$ cat config.mk
export PLATFORM = sky130hd
export DESIGN_NAME = mux_scan_ctrl
export DESIGN_NICKNAME = d
export VERILOG_FILES = /design/src/rtl/mux_scan_ctrl.sv
export SDC_FILE = /design/constraint.sdc
export NUM_CORES = 1
export LEC_CHECK = 0
export ABC_AREA = 0
export CAP_MARGIN = 10
export CORE_AREA = 4 4 67 44
export CTS_CLUSTER_DIAMETER = 150
export DETAILED_ROUTE_END_ITERATION = 6
export DIE_AREA = 0 0 71 48
export PLACE_DENSITY = 0.81
export SYNTH_ARGS = -nofsm -noshare
export SYNTH_HDL_FRONTEND = slang
export SYNTH_SLANG_ARGS = --single-unit
$ cat constraint.sdc
create_clock -name clk -period 1.5 [get_ports clk]
set_clock_uncertainty 0.1 [all_clocks]
set_input_delay 0.3 -clock clk [delete_from_list [all_inputs] [get_ports clk]]
set_output_delay 0.3 -clock clk [all_outputs]
set_load 0.02 [all_outputs]
$ cat src/rtl/mux_scan_ctrl.sv
// Scan sequencer for the 4:1 mux: steps sel 0..3, samples f_in after DWELL cycles per channel,
// and hands the 4-bit word downstream over valid/ready. Optional `parity` output via MUX_SCAN_PARITY_EN.
module mux_scan_ctrl #(
  parameter int DWELL = 4
) (
  input  logic       clk,
  input  logic       rst,
  input  logic       start,
  input  logic       cont,
  input  logic       f_in,
  output logic [1:0] sel,
  output logic [3:0] sample,
  output logic       valid,
  input  logic       ready,
  output logic       busy
`ifdef MUX_SCAN_PARITY_EN
  ,
  output logic       parity
`endif
);

  typedef enum logic [1:0] {
    IDLE = 2'd0,
    SCAN = 2'd1,
    OUT  = 2'd2
  } state_t;

  localparam logic [7:0] DWELL_LAST = 8'(DWELL - 1);

  state_t     state_r, state_s;
  logic [7:0] cnt_r, cnt_s;
  logic [2:0] buf_r, buf_s;
  logic       cont_r, cont_s;
  logic [1:0] sel_s;
  logic [3:0] sample_s;
  logic       valid_s;
  logic       busy_s;

`ifdef MUX_SCAN_PARITY_EN
  function automatic logic parity_of(input logic [3:0] word);
    return ^word;
  endfunction
`endif

  // Next-state and next-output computation for the scan FSM
  always_comb begin
    state_s  = state_r;
    cnt_s    = cnt_r;
    buf_s    = buf_r;
    cont_s   = cont_r;
    sel_s    = sel;
    sample_s = sample;
    valid_s  = valid;
    case (state_r)
      IDLE: begin
        sel_s = 2'd0;
        cnt_s = 8'd0;
        if (start) begin
          state_s = SCAN;
          cont_s  = cont;
        end else begin
          state_s = IDLE;
        end
      end
      SCAN: begin
        if (cnt_r == DWELL_LAST) begin
          cnt_s = 8'd0;
          if (sel == 2'd3) begin
            // Last channel goes straight into the word, bypassing the buffer
            sample_s = {f_in, buf_r};
            valid_s  = 1'b1;
            sel_s    = 2'd0;
            state_s  = OUT;
          end else begin
            case (sel)
              2'd0:    buf_s[0] = f_in;
              2'd1:    buf_s[1] = f_in;
              default: buf_s[2] = f_in;
            endcase
            sel_s = sel + 2'd1;
          end
        end else begin
          cnt_s = cnt_r + 8'd1;
        end
      end
      OUT: begin
        sel_s = 2'd0;
        if (valid && ready) begin
          valid_s = 1'b0;
          cnt_s   = 8'd0;
          state_s = cont_r ? SCAN : IDLE;
        end else begin
          state_s = OUT;
        end
      end
      default: begin
        state_s = IDLE;
        sel_s   = 2'd0;
        cnt_s   = 8'd0;
        valid_s = 1'b0;
      end
    endcase
    busy_s = (state_s != IDLE);
  end

  // State and registered outputs
  always_ff @(posedge clk) begin
    if (rst) begin
      state_r <= IDLE;
      cnt_r   <= 8'd0;
      buf_r   <= 3'd0;
      cont_r  <= 1'b0;
      sel     <= 2'd0;
      sample  <= 4'd0;
      valid   <= 1'b0;
      busy    <= 1'b0;
    end else begin
      state_r <= state_s;
      cnt_r   <= cnt_s;
      buf_r   <= buf_s;
      cont_r  <= cont_s;
      sel     <= sel_s;
      sample  <= sample_s;
      valid   <= valid_s;
      busy    <= busy_s;
    end
  end

`ifdef MUX_SCAN_PARITY_EN
  // Parity tracks the sample register edge for edge
  always_ff @(posedge clk) begin
    if (rst) begin
      parity <= 1'b0;
    end else begin
      parity <= parity_of(sample_s);
    end
  end
`endif

endmodule
; Word-level counts from Yosys, hierarchy flattened
; Cells that the tools add are included.
[totals]
mem_count = 0
elab_cells = 50
mem_bits_rw = 0
register_bits = 22
mem_bits_ro = 0
latchBits = 0
[op_classes]
reduce_logical = 12
muxes = 14
order_cmp = 0
mul = 0
div = 0
shifts = 0
bitwise = 4
eq_ne = 8
add_sub_neg = 2
[ops]
columns = cell, n
row1 = two-way mux 8 bit, 2
row2 = case mux 8 bit (2 select lines), 1
row3 = AND reduction 4 bit, 4
row4 = "adder 8 x 1 -> 8 bit, second input constant", 1
row5 = "equality test 8 x 2 -> 1 bit, second input constant", 1
row6 = two-way mux 2 bit, 4
row7 = "!= test 2 bit, second input constant", 3
row8 = case mux 2 bit (3 select lines), 1
row9 = two-way mux 1 bit, 5
row10 = "equality test 2 x 1 -> 1 bit, second input constant", 2
row11 = "equality test 2 bit, second input constant", 2
row12 = zero test 2 bit, 2
row13 = inverter 1 bit, 4
row14 = OR reduction 2 bit, 2
row15 = case mux 1 bit (3 select lines), 1
row16 = AND reduction 3 bit, 1
row17 = "adder 2 x 1 -> 2 bit, second input constant", 1
row18 = AND reduction 2 bit, 1
row19 = nonzero test 2 bit, 1
row20 = logical AND 1 bit, 1

; Logic depth before layout (Yosys ltp)
; Gate-level depths: netlist of run 1.
[logic_depth]
depth_word = 5
ltp_mapped = 5
mapped_depth_nobuf = 5

; Worst setup path before layout of run 1
; No wires, ideal clock.
[synth_path]
kind = register to register
start = register cnt_r[0]
end = register cnt_r[6]
required_time_ps = 1280
setup_ps = 120
path_stages_with_launch = 6
setup_slack_ps = -203
arrival_ps = 1484
cell_sequence = dfxtp_1 ha_1 nor4b_4 a211oi_1 and3_1 a211o_1
[synth_between]
elab_chain_len = 3
word_cells_on_any_way = 4
[synth_lines]
columns = element, line
row1 = start: declaration, 31  ; logic [7:0] cnt_r, cnt_s;
row2 = start signal: assignment, 119  ; cnt_r <= cnt_s;
row3 = adder 8 x 1 -> 8 bit or equality test 8 x 2 -> 1 bit (tied branches), "83, 66"
row4 = two-way mux 8 bit (*), 66  ; if (cnt_r == DWELL_LAST) begin
row5 = case mux 8 bit (2 select lines) (*), 54  ; case (state_r)
; Mark *: on every way between the ends. The rest lies on a longest branch, timed or not.
; A chain may end at the register's enable or synchronous reset.

; Worst setup path in the final report of run 1
[layout_path]
start = register cnt_r[1]
end = register sel[0]
[layout_between]
elab_chain_len = 1
[layout_lines]
columns = element, line
row1 = equality test 8 x 2 -> 1 bit, 66
row2 = end signal: assignment, 122  ; sel <= sel_s;
row3 = end: declaration, 11  ; output logic [1:0] sel,
; Every way passes these cells.

==> metrics.cfg, run 1 <==
[outcome]
status = finished, violations left
violations = setup timing

[placement]
dpl.hpwl_mm = 2.04
port_buffers = 13
dpl_worst_slack_ns = -0.315
routabilityCongestion = 0.794
post-place-cells = 173
place_area_mm2 = 0.00141

[sta]
final_hold_viol_count = 0
setup_violations = 17
fin_tns_setup_ns = -1.27
rsz0062_at_grt = true
fmax_ghz = 0.623
post-route-min-period_ns = 1.60
finalCritPeriodShare = 1.07
worst_slack_ns = -0.104
slew_headroom = 0.752
drv_slew = 0
worst_slew_pin_slew_ns = 0.372

[cells_and_area]
nets = 160
stdcell_count = 180
drive_gt1_frac = 0.345
final_cell_area_mm2 = 0.00155
areaGrowthSynthToFinish_pct = 45.3
n_antenna_cell = 0
final_util = 0.650

[synth]
yosys.cell_count.top_type = dfxtp_1
avgSynthCellArea_um2 = 9.69
synth_area_leaders = dfxtp_1, mux2i_1, nor2_1, ha_1, xor2_1
synth_edf_count = 0
yosysTopAreaCellShare = 0.413
synth_commonest_cells = dfxtp_1, nor2_1, mux2i_1, a21oi_1, ha_1
synthArstFlopShare = 0
synth.largest_area_cell = dfxtp_1
synth_area_mm2 = 0.00107
synth.distinct_cells = 36
yosys_warnings = 0
synth_cells = 110
ys_ff_latch = 22
ys.flop_type = dfxtp_1
syn_nets = 121
synth_seq_area_share = 0.413

[global_routing]
grt_overflow = 0
grt_max_degree = 14
antenna_found_initial = 0
grt_use_total = 0.161
first_global_vias = 904
grt_pass1_wl_mm = 4.14

[clock_network]
cts_num_sinks = 22
cts_buffer_depth = 2
cts.reportedPaths.clkPinSlew_ns = 0.08
numCtsBuffers = 3
clock_latency_ns = 0.26
htreeDepth = 1
cts.root.buffer_cell = clkbuf_8
cts_tree = yes

[power_and_ir_drop]
power.share.sequential = 0.478
powerDensity_mw_per_mm2 = 807
p_comb_frac = 0.081
p_clk_frac = 0.441
power_leakage_nw = 0.701
internal_power_mw = 0.995
sw_frac_of_total = 0.204
switching_power_mw = 0.255
irDropWorstVdd_uv = 577

[die]
ios = 14
row_count = 14
die_w_um = 71
initial_core_util = 0.447
core_mm2 = 0.00238
die-area_mm2 = 0.00341
die_h_um = 48

[detailed_routing]
drt-total-wl_mm = 2.69
wl_per_cell_um = 15.0
drtIter0Drc = 51
ant_nets = 0
post-route-drc-count = 0
vias_per_cell = 5.29
vias = 952
drt-pass1-iter-count = 4

[min_path]
min_path_type = reg2reg

[worst_setup_path]
worstPathArrival_ns = 1.69
critPathMaxFanout = 6
critPathLaunchType = flip-flop
path_class = reg2reg
r2r_slack_ns = -0.10
required_ns = 1.59
end_kind = flip-flop

[run]
drv_cap = 0

## worst max-delay path: stages (launching register included)
cell	delay, ns
dfxtp_2	0.37
ha_4	0.13
nor4b_4	0.19
buf_6	0.17
nand2_4	0.05
or3_4	0.36
a211oi_2	0.17
## layout make-up
type                    count  area (um^2)
inverters                   2         7.51
clock buffers               3         41.3
clock inverters             1         30.0
multi-input cells          82          672
flip-flops and latches     22          443
well taps                  32         40.0
fillers                   191          833
repair buffers             38          315
## layer usage
| layer | up-vias | global-route usage | wire length, um |
|---|---|---|---|
| met5 | - | 0 | 0 |
| met4 | 0 | 0.0524 | 36 |
| met3 | 4 | 0.0482 | 102 |
| met2 | 17 | 0.273 | 1240 |
| met1 | 460 | 0.203 | 1310 |
| li1 | 471 | - | - |
## power groups by stage
stage	sequential [mW]	clock, mW	combinational (mW)
6_report	0.597	0.552	0.101
5_1_grt	0.598	0.586	0.109
4_1_cts	0.597	0.558	0.0962
3_5_place_dp	0.611	0	0.0962
3_3_place_gp	0.611	0	0.0905
2_1_floorplan	0.615	0	0.0420
## placed cells by master, fill, tap and decap left out, drive strengths merged, types with 2 or more instances in the layout
cell | Yosys | routed
nand4 | 4 | 4
ha | 5 | 5
nand2b | 2 | 2
a211o | 2 | 2
o21ai | 2 | 2
nor3 | 3 | 3
clkbuf | 3 | 3
o2111ai | 2 | 2
nor3b | 4 | 4
nand2 | 3 | 3
dfxtp | 22 | 22
mux2i | 7 | 7
a21bo | 3 | 3
and3 | 3 | 3
buf | 1 | 25
nand3 | 3 | 3
nor2 | 17 | 17
dlygate4sd2 | 0 | 8
a211oi | 2 | 2
clkdlybuf4s50 | 0 | 5
a21oi | 5 | 5
inv | 2 | 2
xor2 | 4 | 4
## cell families (layout without fill, tap and decap cells)
group | Yosys count | in the layout | share of synthesized area
adder cells (fa/ha/maj) | 5 | 5 | 0.0587
multiplexers | 7 | 7 | 0.0657
XOR/XNOR | 5 | 5 | 0.0411
AO/OA/AOI/OAI | 20 | 20 | 0.149
AND/OR/NAND/NOR | 45 | 45 | 0.250
flip-flops | 22 | 22 | 0.413
buffers and inverters | 6 | 44 | 0.0223
## metrics by stage
| step | total power, mW | hold WS [ns] |
|---|---|---|
| after floorplan | 0.657 | 0.344 |
| after global placement | 0.701 | 0.366 |
| after detailed placement | 0.707 | 0.388 |
| after CTS | 1.25 | 0.406 |
| after global routing | 1.29 | 0.435 |
| final | 1.25 | 0.404 |
## sequential cells by signal (all words and copies together) (netlist names)
| name | cells |
|---|---|
| buf_r | 3 |
| sel | 2 |
| valid | 1 |
| cont_r | 1 |
| sample | 4 |
| busy | 1 |
| state_r | 2 |
| cnt_r | 8 |
## timing repair
item,in CTS,in global routing
gates resized for setup,12,8
pin swaps,4,3
setup endpoints to repair,20,19
hold endpoints to repair,0,0
setup buffers,2,1
hold buffers,0,0
## path summary, 6_finish.rpt
kind | start | endpoint | cells past startpoint
max reg2reg | cnt_r[1] | sel[0] | 6
min reg2reg | buf_r[1] | sample[1] | 2
min | buf_r[1] | sample[1] | 2
max | cnt_r[1] | sel[0] | 6
Note: power is estimated with default switching activity, not from simulation.
==> run 2, diff against run 1 <==
--- a/config.mk
+++ b/config.mk
@@ -12,6 +12,8 @@
 export DETAILED_ROUTE_END_ITERATION = 6
 export DIE_AREA = 0 0 71 48
 export PLACE_DENSITY = 0.81
+export RECOVER_POWER = 50
+export SKIP_CTS_REPAIR_TIMING = 1
 export SYNTH_ARGS = -nofsm -noshare
 export SYNTH_HDL_FRONTEND = slang
 export SYNTH_SLANG_ARGS = --single-unit
==> run 2 against run 1 <==
Setup slack worse by 0.010 ns. First-iteration DRC count shrank 24%. Cell count down 1.1%. Wire length down 1.3%. Clock power is 0.9% higher. Register-to-register slack about the same. Sequential power about the same. Hold slack got worse by 0.0017 ns. Clock-buffer cell count unchanged. The run still ends with setup timing left. Critical endpoint unchanged. Sequential share of layout area increased by 0.95 points. Sequential cell count unchanged. Non-clock buffer count is 2 lower.
==> metrics.cfg, run 2 (synthesized netlist as in run 1, its figures left out) <==
[worst_setup_path]
worstPathArrival_ns = 1.71  ; +0.02 ns
path_class = reg2reg
path_buf_inv = 1  ; unchanged
critPathMaxFanout = 7  ; +1
path_cells = ha_4 > nor4b_4 > buf_6 > nand2_2 > or3_4 > a211oi_2
cpPeakStageDelay_ns = 0.36  ; about the same
end_kind = flip-flop
critical_path.slowest_cell = dfxtp_2
startpoint = cnt_r[1]
critPathLaunchType = flip-flop
required_ns = 1.59  ; about the same
cpLargestDelayFamily = simple AND/OR/NAND/NOR gates
r2r_start = cnt_r[1]

[detailed_routing]
drtIter0Drc = 39  ; -24%
wl_met2_mm = 1.24  ; -0.24%
drt-pass1-iter-count = 4  ; unchanged
vias = 932  ; -2.1%
wl_per_cell_um = 14.9  ; -0.19%
post-route-drc-count = 0  ; unchanged
ant_nets = 0  ; unchanged
drt-met1-wl_mm = 1.28  ; -2.4%
top_layer_used = met4
drt-total-wl_mm = 2.66  ; -1.3%
vias_per_cell = 5.24  ; -1.0%
wl_met3_um = 101  ; -0.98%

[sta]
final_hold_viol_count = 0  ; unchanged
setup_violations = 11  ; -6
post-route-min-period_ns = 1.61  ; +0.0101 ns
rsz0062_at_grt = true
slew_headroom = 0.737  ; -0.0144
worst_slack_ns = -0.114  ; -0.0101 ns
fmax_ghz = 0.619  ; -0.62%
fin_tns_setup_ns = -0.698  ; +0.567 ns
hold_slack_ns = 0.402  ; -0.00170 ns
drv_slew = 0  ; unchanged
worst_slew_pin_slew_ns = 0.393  ; +0.0215 ns
finalCritPeriodShare = 1.08  ; +0.00672

[clock_network]
cts.reportedPaths.clkPinSlew_ns = 0.08  ; about the same
cts_num_sinks = 22  ; unchanged
cts.root.buffer_cell = clkbuf_8
cts_buffer_depth = 2  ; unchanged
clock_latency_ns = 0.26  ; about the same
cts_tree = yes
htreeDepth = 1  ; unchanged
numCtsBuffers = 3  ; unchanged

[cells_and_area]
final_common_cell = buf_4
nets = 158  ; -1.3%
multi_input_area_um2 = 661  ; -1.7%
stdcell_count = 178  ; -1.1%
reg.largest.list = cnt_r (8), sample (4), buf_r (3)
areaGrowthSynthToFinish_pct = 41.4
largest_reg_flops = 8  ; unchanged
top_register = cnt_r
regArea_um2 = 445  ; +0.56%
fillers = 201  ; +5.2%
final_cell_area_mm2 = 0.00151  ; -2.7%
n_antenna_cell = 0  ; unchanged
final_cell_mix = buf_4, dfxtp_1, nor2_1
drive_gt1_frac = 0.322  ; -0.0227

[placement]
dpl.hpwl_mm = 2.04  ; unchanged
place_area_mm2 = 0.00141  ; unchanged
dpl_worst_slack_ns = -0.315  ; unchanged
routabilityCongestion = 0.794  ; unchanged
port_buffers = 13  ; unchanged
post-place-cells = 173  ; unchanged

[global_routing]
antenna_found_initial = 0  ; unchanged
grt_max_degree = 14  ; unchanged
grt_use_total = 0.159  ; -0.00276
grt_overflow = 0  ; unchanged
grt_pass1_wl_mm = 4.06  ; -2.0%
first_global_vias = 884  ; -2.2%

[outcome]
status = finished, violations left
violations = setup timing

[die]
die_h_um = 48  ; unchanged
ios = 14  ; unchanged
die-area_mm2 = 0.00341  ; unchanged
core_mm2 = 0.00238  ; unchanged
die_w_um = 71  ; unchanged
row_count = 14  ; unchanged
initial_core_util = 0.447  ; unchanged

[run]
drv_cap = 0  ; unchanged

[power_and_ir_drop]
irDropWorstVdd_uv = 489  ; -15%
powerDensity_mw_per_mm2 = 832  ; +3.0%
power_leakage_nw = 0.699  ; -0.32%

[min_path]
min_path_type = reg2reg
hp-start = buf_r[1]

-- run 2: changes by cell type in the layout (fill, tap and decap cells not counted), moves of 2 or more --
| cell | delta |
|---|---|
| dlymetal6s2s_1 | +3 |
| dfxtp_2 | +2 |
| nand3_2 | -2 |
| dlygate4sd2_1 | -8 |
| a21oi_2 | -2 |
| a21oi_1 | +2 |
| dfxtp_1 | -2 |
| clkbuf_1 | +5 |
| nand3_1 | +2 |
-- run 2: through the flow --
stage	utilization	total power, mW
after floorplan	-	0.657
after global placement	0.592	0.701
after detailed placement	0.592	0.707
after CTS	0.622	1.25
after global routing	0.633	1.29
final	0.633	1.25
-- run 2: where the power goes --
group / total [mW] / switching, mW / internal (mW)
clock: 0.557 / 0.201 / 0.357
sequential: 0.597 / 0.00473 / 0.593
combinational: 0.0996 / 0.0539 / 0.0457
-- run 2: cell type report --
class                      count  area share
clock inverter                 1      0.0199
tap                           32      0.0266
clock buffer                   3      0.0274
inverter                       2     0.00498
multi-input combinational     82       0.438
sequential                    22       0.295
timing repair buffer          36       0.188
-- run 2: path summary, 6_finish.rpt --
check / end / slack [ns] / cells past startpoint
worst max-delay path: sel[0] / -0.11 / 6
worst min-delay path: sample[1] / 0.40 / 2
worst max register to register: sel[0] / -0.11 / 6
worst min register to register: sample[1] / 0.40 / 2
-- run 2: worst reg2reg max path: stages (launching register included) --
cell	delay (ns)
dfxtp_2	0.36
ha_4	0.13
nor4b_4	0.19
buf_6	0.17
nand2_2	0.06
or3_4	0.36
a211oi_2	0.17
-- run 2: layer usage --
| layer | vias up | GRT usage |
|---|---|---|
| met4 | 0 | 0.0524 |
| met3 | 4 | 0.0482 |
| met2 | 14 | 0.265 |
| met1 | 445 | 0.201 |
| met5 | - | 0 |
| li1 | 469 | - |
==> RTL edit, RTL diff (flow settings as in run 1) <==
The option `MUX_SCAN_PARITY_EN` is turned on by a define.
--- a/src/rtl/mux_scan_ctrl.sv
+++ b/src/rtl/mux_scan_ctrl.sv
@@ -2,2 +2,4 @@
 // and hands the 4-bit word downstream over valid/ready. Optional `parity` output via MUX_SCAN_PARITY_EN.
+`define MUX_SCAN_PARITY_EN
+
 module mux_scan_ctrl #(
Behaviour (old outputs only; new: parity): unchanged (equiv_simple and equiv_induct, registers matched by name and starting in step).
==> RTL edit against run 1 <==
The run still ends with setup timing left. Sequential cell count increased by 1. Design area grew 9.5%. First-iteration DRC count grew 53%. Utilization grew 6.2 points. Synthesized area rose by 11%. Non-clock buffer count is 4 higher. Hold slack got worse by 0.0016 ns. Sequential share of layout area down 1.0 points. Setup slack worse by 0.12 ns. Total power down 8.1%. Wire length is 29% higher.
==> RTL edit: results <==
[synthesis]
synth_nets = 139
ys_types = 42
synth_area_leaders = dfxtp_1 39%, xnor2_1 7.4%, ha_1 5.3%
synth_common_cells = 23 x dfxtp_1, 11 x nand2_1, 10 x nand3_1, 10 x nor2_1, 10 x xnor2_1
synth_top_area_share_pct = 38.9
synth-seq-area-share_pct = 38.9

[hold_path]
hp-class = reg2reg

[route]
wirelength_um = 3460
vias = 1129
drtIter0Drc = 78

[cells_and_area]
largest_registers = cnt_r: 8 flops, sample: 4 flops, buf_r: 3 flops
drive_gt1_share_pct = 34.9
fillerInstances = 174
final_nets = 181

[timing]
relSlewSlack_pct = 80.1
finalSetupTns_ns = -2.84
setup_viol = 18
setup_ws_ns = -0.219

[power]
p_leak_nw = 0.682

[place]
io_buffers = 14
place_congestion = 0.924
placed_area_um2 = 1530

[run_status]
violations = setup timing
status = finished, violations left

[setup_path]
reg2reg_depth = 5
cp.arrival_ns = 1.84

[grt]
grt_pass1_wl_um = 4970
grt.total_usage_pct = 19.7
grt_max_degree = 15
grt_pass1_vias = 1025
[RTL edit: changes by cell type in the layout (fill, tap and decap cells not counted), sizes merged, moves of 3 or more]
| cell | before | now |
|---|---|---|
| nor2 | 17 | 10 |
| a21oi | 5 | 9 |
| xor2 | 4 | 1 |
| nor3b | 4 | 1 |
| a21boi | 0 | 3 |
| nand3 | 3 | 10 |
| or3 | 1 | 4 |
| buf | 25 | 28 |
| xnor2 | 1 | 10 |
| mux2i | 7 | 2 |
| nand2 | 3 | 11 |
| a21bo | 3 | 0 |
[RTL edit: worst max-delay path, cell delays in order, from the launching register on]
cell	delay, ns
dfxtp_4	0.37
ha_4	0.16
or4b_4	0.48
nor4_4	0.21
and3_1	0.21
o21ba_1	0.13
[RTL edit: through the flow]
step	util, %	instances	setup slack (ns)	hold WS, ns
5_1_grt	71.2	201	-0.305	0.411
3_5_place_dp	64.4	192	-0.211	0.377
3_3_place_gp	64.4	192	-0.195	0.367
6_report	71.2	201	-0.219	0.403
4_1_cts	67.2	197	-0.218	0.398
2_1_floorplan	-	128	-0.0964	0.344
[RTL edit: layout make-up]
type	count	area [um^2]	area share [%]
multi-input cells	97	778	45.9
flip-flops and latches	23	468	27.6
repair buffers	42	354	20.9
clock buffers	4	45.0	2.65
well taps	32	40.0	2.36
inverters	3	11.3	0.664
[RTL edit: final timing paths]
path                  from       end  slack (ns)
setup / recovery  cnt_r[1]  buf_r[1]       -0.22
hold / removal      sel[0]    sel[0]        0.40
setup reg to reg  cnt_r[1]  buf_r[1]       -0.22
hold reg to reg     sel[0]    sel[0]        0.40
[RTL edit: kinds of logic after synthesis]
kind of cell / count (synthesis) / synth area share, %
buf+inv: 8 / 4.13
simple gates: 52 / 25.6
mux: 2 / 1.69
xor+xnor: 11 / 8.15
fa+ha+maj: 5 / 5.29
compound gates: 27 / 16.2
flops: 23 / 38.9
[RTL edit: per-layer routing]
metal  wire [um]  track usage [%]
met1        1440             25.6
met2        1720             31.9
met3         230             5.87
met4          68             7.12
met5           0                0
[RTL edit: power breakdown]
part           internal [W]  switching (W)
Combinational     0.0000615      0.0000679
Sequential         0.000620      0.0000104
Clock              0.000190       0.000198
Total              0.000872       0.000277
[RTL edit: timing repair]
item                                    in CTS  in global routing
buffers inserted                             1                  5
pin swaps                                    4                  8
endpoints found under the setup margin      26                 20
hold buffers                                 0                  0
gates resized for setup                     15                 17
